--- config.mk ---
export PLATFORM = sky130hd
export DESIGN_NAME = tdc_meas_ctrl
export DESIGN_NICKNAME = d
export VERILOG_FILES = /design/src/rtl/tdc_pkg.sv /design/src/rtl/tdc_sync2.sv /design/src/rtl/tdc_meas_ctrl.sv
export SDC_FILE = /design/constraint.sdc
export NUM_CORES = 1
export LEC_CHECK = 0
export CORE_UTILIZATION = 49
export DETAILED_ROUTE_END_ITERATION = 8
export PLACE_DENSITY = 0.75
export SLEW_MARGIN = 20
export SYNTH_ARGS = -nofsm -noshare
export SYNTH_HDL_FRONTEND = slang
export SYNTH_SLANG_ARGS = --single-unit
--- constraint.sdc ---
create_clock -name sclk -period 1.8 [get_ports sclk]
set_clock_uncertainty 0.05 [all_clocks]
set_input_delay 0.36 -clock sclk [delete_from_list [all_inputs] [get_ports sclk]]
set_output_delay 0.36 -clock sclk [all_outputs]
set_load 0.01 [all_outputs]
--- src/rtl/tdc_pkg.sv ---
// Shared state encoding and width helper for the TDC measurement controller.
package tdc_pkg;

  typedef enum logic [2:0] {
    IDLE,
    CLEAR,
    ARM,
    WAIT_STOP,
    SETTLE,
    SAMPLE,
    DONE
  } tdc_state_e;

  // Thermometer count width needed to represent 0..nr_cells.
  function automatic int unsigned dec_width(input int unsigned nr_cells);
    return 32'($clog2(nr_cells) + 1);
  endfunction

endpackage

--- src/rtl/tdc_sync2.sv ---
// Two-flop synchroniser for a single asynchronous level, reset to 0.
module tdc_sync2 (
  input  logic clk,
  input  logic rst_n,
  input  logic d_i,
  output logic q_o
);

  logic meta_q;
  logic sync_q;

  always_ff @(posedge clk or negedge rst_n) begin
    if (!rst_n) begin
      meta_q <= 1'b0;
      sync_q <= 1'b0;
    end else begin
      meta_q <= d_i;
      sync_q <= meta_q;
    end
  end

  assign q_o = sync_q;

endmodule

--- src/rtl/tdc_meas_ctrl.sv ---
// TDC measurement sequencer: clear/arm/stop/sample over NR_SAMPLES shots, then
// hands sum and average to readout. Define TDC_MINMAX_EN to add res_min/res_max.
module tdc_meas_ctrl
  import tdc_pkg::*;
#(
  parameter  int unsigned NR_DELAY_CELLS = 3,
  parameter  int unsigned NR_SAMPLES     = 4,
  parameter  int unsigned CLR_CYC        = 2,
  parameter  int unsigned SETTLE_CYC     = 2,
  parameter  int unsigned TIMEOUT_CYC    = 255,
  localparam int unsigned DEC_W          = dec_width(NR_DELAY_CELLS),
  localparam int unsigned LOG2_NS        = $clog2(NR_SAMPLES),
  localparam int unsigned SUM_W          = DEC_W + LOG2_NS
) (
  input  logic             sclk,
  input  logic             R,
  input  logic             meas_req,
  output logic             meas_busy,
  output logic             tdc_clr_n,
  output logic             tdc_go,
  input  logic             stop_flag,
  input  logic [DEC_W-1:0] dec,
  output logic             res_valid,
  input  logic             res_ready,
  output logic [SUM_W-1:0] res_sum,
  output logic [DEC_W-1:0] res_avg,
`ifdef TDC_MINMAX_EN
  output logic [DEC_W-1:0] res_min,
  output logic [DEC_W-1:0] res_max,
`endif
  output logic             res_err
);

  localparam int unsigned SHOT_W  = (LOG2_NS > 0) ? LOG2_NS : 1;
  localparam int unsigned CYC_MAX = (CLR_CYC > SETTLE_CYC) ? CLR_CYC : SETTLE_CYC;
  localparam int unsigned CYC_W   = (CYC_MAX > 1) ? $clog2(CYC_MAX) : 1;
  localparam int unsigned TMO_W   = (TIMEOUT_CYC > 1) ? $clog2(TIMEOUT_CYC) : 1;

  tdc_state_e        state_q, state_d;
  logic [CYC_W-1:0]  cyc_q, cyc_d;
  logic [TMO_W-1:0]  tmo_q, tmo_d;
  logic [SHOT_W-1:0] shot_q, shot_d;
  logic [SUM_W-1:0]  acc_q, acc_d;
  logic [SUM_W-1:0]  res_sum_q, res_sum_d;
  logic [DEC_W-1:0]  res_avg_q, res_avg_d;
  logic              res_err_q, res_err_d;
  logic              meas_busy_q, tdc_clr_n_q, tdc_go_q, res_valid_q;
  logic [SUM_W-1:0]  sum_c;
  logic              stop_sync;
  logic              stop_prev_q;
  logic              stop_rise;
`ifdef TDC_MINMAX_EN
  logic [DEC_W-1:0]  min_q, min_d, max_q, max_d;
  logic [DEC_W-1:0]  res_min_q, res_min_d, res_max_q, res_max_d;
  logic [DEC_W-1:0]  min_c, max_c;
`endif

  // Stop indication crosses into sclk; only its rising edge is acted on.
  tdc_sync2 u_stop_sync (
    .clk   (sclk),
    .rst_n (R),
    .d_i   (stop_flag),
    .q_o   (stop_sync)
  );

  assign stop_rise = stop_sync & ~stop_prev_q;
  assign sum_c     = acc_q + SUM_W'(dec);
`ifdef TDC_MINMAX_EN
  assign min_c     = (dec < min_q) ? dec : min_q;
  assign max_c     = (dec > max_q) ? dec : max_q;
`endif

  always_ff @(posedge sclk or negedge R) begin
    if (!R) begin
      state_q <= IDLE;
    end else begin
      state_q <= state_d;
    end
  end

  always_comb begin
    state_d   = state_q;
    cyc_d     = cyc_q;
    tmo_d     = tmo_q;
    shot_d    = shot_q;
    acc_d     = acc_q;
    res_sum_d = res_sum_q;
    res_avg_d = res_avg_q;
    res_err_d = res_err_q;
`ifdef TDC_MINMAX_EN
    min_d     = min_q;
    max_d     = max_q;
    res_min_d = res_min_q;
    res_max_d = res_max_q;
`endif
    unique case (state_q)
      IDLE: begin
        if (meas_req) begin
          state_d   = CLEAR;
          cyc_d     = '0;
          shot_d    = '0;
          acc_d     = '0;
          res_err_d = 1'b0;
`ifdef TDC_MINMAX_EN
          min_d     = '1;
          max_d     = '0;
`endif
        end
      end
      CLEAR: begin
        if (cyc_q == CYC_W'(CLR_CYC - 1)) begin
          state_d = ARM;
          cyc_d   = '0;
        end else begin
          cyc_d = cyc_q + CYC_W'(1);
        end
      end
      ARM: begin
        state_d = WAIT_STOP;
        tmo_d   = '0;
      end
      WAIT_STOP: begin
        // A stop edge arriving in the timeout cycle still wins.
        if (stop_rise) begin
          state_d = SETTLE;
          cyc_d   = '0;
        end else if (tmo_q == TMO_W'(TIMEOUT_CYC - 1)) begin
          state_d   = DONE;
          res_err_d = 1'b1;
          res_sum_d = '0;
          res_avg_d = '0;
`ifdef TDC_MINMAX_EN
          res_min_d = '0;
          res_max_d = '0;
`endif
        end else begin
          tmo_d = tmo_q + TMO_W'(1);
        end
      end
      SETTLE: begin
        if (cyc_q == CYC_W'(SETTLE_CYC - 1)) begin
          state_d = SAMPLE;
          cyc_d   = '0;
        end else begin
          cyc_d = cyc_q + CYC_W'(1);
        end
      end
      SAMPLE: begin
        acc_d  = sum_c;
        shot_d = shot_q + SHOT_W'(1);
`ifdef TDC_MINMAX_EN
        min_d  = min_c;
        max_d  = max_c;
`endif
        if (shot_q == SHOT_W'(NR_SAMPLES - 1)) begin
          state_d   = DONE;
          res_sum_d = sum_c;
          res_avg_d = DEC_W'(sum_c >> LOG2_NS);
`ifdef TDC_MINMAX_EN
          res_min_d = min_c;
          res_max_d = max_c;
`endif
        end else begin
          state_d = CLEAR;
        end
      end
      DONE: begin
        if (res_ready) begin
          state_d = IDLE;
        end
      end
      default: state_d = IDLE;
    endcase
  end

  // Datapath and registered outputs, decoded from the next state so they line up with state_q.
  always_ff @(posedge sclk or negedge R) begin
    if (!R) begin
      cyc_q       <= '0;
      tmo_q       <= '0;
      shot_q      <= '0;
      acc_q       <= '0;
      res_sum_q   <= '0;
      res_avg_q   <= '0;
      res_err_q   <= 1'b0;
      stop_prev_q <= 1'b0;
      meas_busy_q <= 1'b0;
      tdc_clr_n_q <= 1'b0;
      tdc_go_q    <= 1'b0;
      res_valid_q <= 1'b0;
`ifdef TDC_MINMAX_EN
      min_q       <= '1;
      max_q       <= '0;
      res_min_q   <= '0;
      res_max_q   <= '0;
`endif
    end else begin
      cyc_q       <= cyc_d;
      tmo_q       <= tmo_d;
      shot_q      <= shot_d;
      acc_q       <= acc_d;
      res_sum_q   <= res_sum_d;
      res_avg_q   <= res_avg_d;
      res_err_q   <= res_err_d;
      stop_prev_q <= stop_sync;
      meas_busy_q <= (state_d != IDLE);
      tdc_clr_n_q <= !(state_d inside {IDLE, CLEAR, DONE});
      tdc_go_q    <= (state_d == ARM);
      res_valid_q <= (state_d == DONE);
`ifdef TDC_MINMAX_EN
      min_q       <= min_d;
      max_q       <= max_d;
      res_min_q   <= res_min_d;
      res_max_q   <= res_max_d;
`endif
    end
  end

  assign meas_busy = meas_busy_q;
  assign tdc_clr_n = tdc_clr_n_q;
  assign tdc_go    = tdc_go_q;
  assign res_valid = res_valid_q;
  assign res_sum   = res_sum_q;
  assign res_avg   = res_avg_q;
  assign res_err   = res_err_q;
`ifdef TDC_MINMAX_EN
  assign res_min   = res_min_q;
  assign res_max   = res_max_q;
`endif

endmodule

Word level (Yosys, flattened, before mapping)
Cells that the tools add are included.
Widths: inputs -> output; s select.

operators by class
  reduce and logical (&&, ||, !) cells = 16
  bitwise gates (word level) = 2
  $add $sub $neg = 4
  mux-type cells = 30
  eq/ne operators = 17

operators with widths
  operator             number
  $mux 3               10
  $pmux 3 s7           1
  $mux 5               4
  $pmux 5 s2           2
  $mux 8               2
  $pmux 8 s2           1
  $eq 3x3->1 const B   4
  $ne 2x2->1 const B   6
  $eq 3x2->1 const B   3
  $reduce_bool 3->1    3
  $add 8x1->8 const B  1
  $eq 8x8->1 const B   1
  $reduce_and 4->1     2
  $reduce_bool 2->1    4
  $eq 3x1->1 const B   2
  $logic_not 3->1      2
  $pmux 3 s2           1
  $reduce_and 3->1     2
  $add 5x3->5          1
  $mux 1               5
  $pmux 2 s2           1
  $pmux 1 s3           1
  $add 2x1->2 const B  1
  $eq 2x2->1 const B   1
  other kinds (8)      8

word-level totals
  logic and storage cells = 84
  output and inout port bits = 13
  bits of input ports = 8
  flip-flop bits (word level) = 35

Depth between registers and ports, before layout
  depth after elaboration = 7
  gate-level depth with buffers = 7
  gate-level depth less buffers = 6

Hierarchy
Synthesis repeated with hierarchy kept, for this count alone.

unflattened totals
  cells, all modules = 153
  area total of the unflattened synthesis = 1675.4 um2

modules (own cells, without submodules)
  module         sequential area each (um2)  times used  cells an instance  area an instance (um2)
  tdc_meas_ctrl  750.7                       1           151                1625.3
  tdc_sync2      50.0                        1           2                  50.0

Worst setup path before layout
Ideal clock, no wire load.

  path kind = register to register
  start = register tmo_q[0]
  end = register tmo_q[3]
  path slack = 0.036 ns
  buffers on the path = 1
  library setup time = 0.077 ns
  arrival = 1.637 ns
  cell stages (with the launch flop) = 8
  period minus slack after synthesis = 1.764 ns
  required time = 1.673 ns
  cell sequence = dfrtp_1 -> inv_1 -> ha_1 -> and3_4 -> and3_4 -> buf_6 -> or4_1 -> a21oi_1

between the ends
  longest elaborated chain between the ends = 4
  elaborated cells between the ends (all ways) = 7
  classes of those cells = 1 x add/sub; 2 x eq/ne; 3 x mux; 1 x reduce/logical

RTL lines
  element                   RTL line              text
  start: declaration        tdc_meas_ctrl.sv:41   logic [TMO_W-1:0] tmo_q, tmo_d;
  start signal: assignment  tdc_meas_ctrl.sv:199  tmo_q <= tmo_d;
  $add 8x1->8               tdc_meas_ctrl.sv:137  tmo_d = tmo_q + TMO_W'(1);
  $mux 8                    tdc_meas_ctrl.sv:127  end else if (tmo_q == TMO_W'(TIMEOUT_CYC - 1)) begin
  $mux 8                    tdc_meas_ctrl.sv:124  if (stop_rise) begin
  $pmux 8 s2                tdc_meas_ctrl.sv:96   unique case (state_q)

Parallel ways exist; a longest one is shown, timed or not. The select of a mux whose other input is x is not followed.
A chain may end at the register's enable or synchronous reset.

Worst setup path in the final report
  start = register acc_q[0]
  end = register res_sum_q[4], in the netlist res_sum[4]

between the ends
  longest elaborated chain between the ends = 3

RTL lines
  element                   RTL line              text
  start: declaration        tdc_meas_ctrl.sv:43   logic [SUM_W-1:0] acc_q, acc_d;
  start signal: assignment  tdc_meas_ctrl.sv:182  acc_q <= '0;
  start signal: assignment  tdc_meas_ctrl.sv:201  acc_q <= acc_d;
  $add 5x3->5               tdc_meas_ctrl.sv:67   assign sum_c = acc_q + SUM_W'(dec);
  $mux 5                    tdc_meas_ctrl.sv:155  if (shot_q == SHOT_W'(NR_SAMPLES - 1)) begin
  $pmux 5 s2                tdc_meas_ctrl.sv:96
  end signal: assignment    tdc_meas_ctrl.sv:202  res_sum_q <= res_sum_d;
  end: declaration          tdc_meas_ctrl.sv:44   logic [SUM_W-1:0] res_sum_q, res_sum_d;

No other way between the ends. The select of a mux whose other input is x is not followed.

==> results.py <==
metrics = {
    "cts": {
        "numCtsBuffers": 5,
        "ctsHoldBuffers": 0,
        "cts.htree.levels": 2,
        "cts-root-buf": "clkbuf_4",
        "cts.clk_slew.worst_paths_ns": 0.10,
        "cts_sinks": 32,
        "clk_path_buf_depth": 2,
        "tritoncts": "yes",
        "clk_latency_ns": 0.34,
    },
    "floorplanning": {
        "io_pins": 21,
        "core_um2": 3150,
        "die_area_um2": 3670,
        "num_rows": 20,
        "die_w_um": 60.6,
        "dieHeight_um": 60.6,
        "start_util_pct": 53.4,
    },
    "power": {
        "ir_drop_v": 0.000574,
        "total_power_mw": 2.57,
        "p_leak_nw": 0.981,
        "powerDensity_nw_per_um2": 1240,
    },
    "synthesis": {
        "async_flop_share_pct": 100,
        "yosysMostFrequentCell": "dfrtp_1",
        "synth_top_area_share_pct": 47.6,
        "netlist_area_um2": 1680,
        "synth_cell_types": 43,
        "synth_edf_count": 0,
        "syn_inst": 159,
        "synth.avg_cell_area_um2": 10.6,
        "synth_nets": 174,
        "yosysWarnings": 0,
        "synth_ff_type": "dfrtp_1",
        "ys_seq_area_share_pct": 47.6,
        "synth-seq-cells": 32,
        "synth_top_cells_by_area": "dfrtp_1 48%, ha_1 4.5%, nand2_1 3.6%, mux2_2 3.3%, a21o_1 3.1%",
        "synth_common_cells": "32 x dfrtp_1, 16 x nand2_1, 10 x a21oi_1",
        "synth_area_leader_cell": "dfrtp_1",
    },
    "layout": {
        "diodes": 0,
        "areaGrowthSynthToFinish_pct": 23.0,
        "fin_util_pct": 65.7,
        "stdcell_area_um2": 2070,
        "stdcell_count": 236,
        "nets": 206,
        "drive_above_1_share_pct": 21.9,
    },
    "drt": {
        "drc_errors": 0,
        "avgRoutedWirePerCell_um": 14.0,
        "drt-pass1-iter-count": 6,
        "wl_um": 3300,
        "drtIter0Drc": 68,
        "detail-route-antenna-nets": 0,
        "viasPerCell": 5.53,
        "vias": 1304,
    },
    "critical_path": {
        "critPathSlowestCell": "dfrtp_1",
        "path_cells": "ha_2 > fa_2 > a21oi_2 > or3_1 > a21oi_2 > mux2_2",
        "path_class": "reg -> reg",
        "crit_family": "adder cells",
        "start_kind": "flop",
        "critPathMaxFanout": 2,
        "required_ns": 1.98,
        "r2r_setup_slack_ns": 0.07,
        "cp_num_buf_inv": 0,
        "cpMostUsedCell": "a21oi_2",
        "critPathMaxStageDelay_ns": 0.40,
        "crit_arrival_ns": 1.91,
        "worstSetupEndpointType": "flop",
    },
    "job": {
        "cap_violations": 0,
    },
    "timing": {
        "fin_hold_ws_ns": 0.310,
        "finalCritPeriodShare_pct": 96.2,
        "tightest_slew_ns": 0.398,
        "fmaxAchievable_mhz": 577,
        "hold_viol": 0,
        "setup_tns_ns": 0,
        "relSlewSlack_pct": 73.5,
        "timing.final.ws_setup_ns": 0.0675,
        "min_period_ns": 1.73,
        "setup-violations-final": 0,
        "rsz0062_at_grt": "true",
        "drv_slew": 0,
    },
    "run_status": {
        "status": "completed",
    },
    "placement": {
        "placedCellCount": 226,
        "place_congestion": 0.779,
        "port_buffers": 20,
        "placed_cell_area_um2": 1960,
        "dp_hpwl_um": 2280,
        "preCtsSetupSlack_ns": -0.398,
    },
    "global_routing": {
        "track_usage_pct": 20.4,
        "grt_pass1_vias": 1194,
        "antenna_found_initial": 0,
        "grt_max_degree": 33,
        "grt.overflow.total": 0,
        "grt_pass1_wl_um": 5450,
    },
    "worst_hold_path": {
        "hold_class": "reg -> reg",
    },
}
-- metal layers --
| metal | track usage [%] | share of wire [%] | vias to the layer above |
|---|---|---|---|
| li1 | - | - | 627 |
| met1 | 27.7 | 46 | 639 |
| met2 | 30.9 | 48 | 32 |
| met3 | 6.40 | 4.9 | 6 |
| met4 | 7.14 | 1.4 | 0 |
| met5 | 0 | 0 | - |
-- state kept, by name, indices dropped and copies added, names as in the netlist --
| register | cells |
|---|---|
| acc_q | 5 |
| cyc_q | 1 |
| meas_busy | 1 |
| res_err | 1 |
| res_sum | 5 |
| res_valid | 1 |
| shot_q | 2 |
| state_q | 3 |
| stop_prev_q | 1 |
| tdc_clr_n | 1 |
| tdc_go | 1 |
| tmo_q | 8 |
| u_stop_sync.meta_q | 1 |
| u_stop_sync.q_o | 1 |
-- cell families (layout without fill, tap and decap cells) --
kind of cell	count (synthesis)	count (layout)	share of synthesized area, %
AO/OA/AOI/OAI	36	36	14.4
AND/OR/NAND/NOR	55	55	18.6
buffers and inverters	16	49	5.95
flip-flops	32	32	47.6
adder cells (fa/ha/maj)	7	7	5.65
XOR/XNOR	3	3	1.56
multiplexers	10	10	6.32
-- cell type report --
cell class | count | area, µm²
multi-input combinational | 111 | 816
inverter | 6 | 22.5
timing repair buffer | 35 | 315
fill | 268 | 1080
tap | 44 | 55.1
sequential | 32 | 801
clock inverter | 2 | 10.0
clock buffer | 6 | 51.3
-- where the power goes --
group / internal (mW) / total [mW] / switching [mW]
Clock: 0.186 / 0.435 / 0.249
Sequential: 0.887 / 1.06 / 0.173
Combinational: 0.534 / 1.08 / 0.545
Total: 1.61 / 2.57 / 0.967
-- worst reg2reg max path, cell delays in order, from the launching register on --
cell	delay, ns
dfrtp_1	0.40
ha_2	0.21
fa_2	0.38
a21oi_2	0.15
or3_1	0.13
a21oi_2	0.06
mux2_2	0.26
-- final timing paths --
kind,to,cells past startpoint,start
min in group asynchronous,state_q[0],2,R
worst min-delay path,u_stop_sync.q_o,0,u_stop_sync.meta_q
worst max-delay path,res_sum[4],6,acc_q[0]
max in group asynchronous,acc_q[4],2,R
worst max register to register,res_sum[4],6,acc_q[0]
worst min register to register,u_stop_sync.q_o,0,u_stop_sync.meta_q
-- placed cells by master (no fill, tap or decap), types with 2 or more instances in the layout --
cell type / netlist / routed
nand3_1: 3 / 3
clkinv_2: 0 / 2
nand2b_1: 3 / 3
or3_1: 2 / 2
o21ai_0: 5 / 5
clkbuf_4: 0 / 5
or4_1: 2 / 2
o31ai_1: 4 / 4
a21oi_1: 10 / 8
a311oi_1: 2 / 2
nor3_1: 3 / 3
nand2_1: 16 / 16
dfrtp_1: 32 / 32
xnor2_1: 2 / 2
nor2b_1: 2 / 2
mux2_2: 5 / 5
ha_1: 6 / 5
clkdlybuf4s50_1: 0 / 19
nor2_1: 6 / 6
a21o_1: 7 / 7
nor4_1: 3 / 2
and3_4: 2 / 2
inv_1: 6 / 6
mux2i_1: 5 / 5
nand3b_1: 3 / 3
a21oi_2: 0 / 2
and2_1: 2 / 2
and2_2: 2 / 2
buf_4: 4 / 15
-- timing repair --
item | CTS | global route
buffers inserted | 0 | 2
endpoints found under the setup margin | 3 | 12
gates resized for setup | 3 | 6
pin swaps | 0 | 6
No activity file was read; power rests on OpenSTA's default activity.
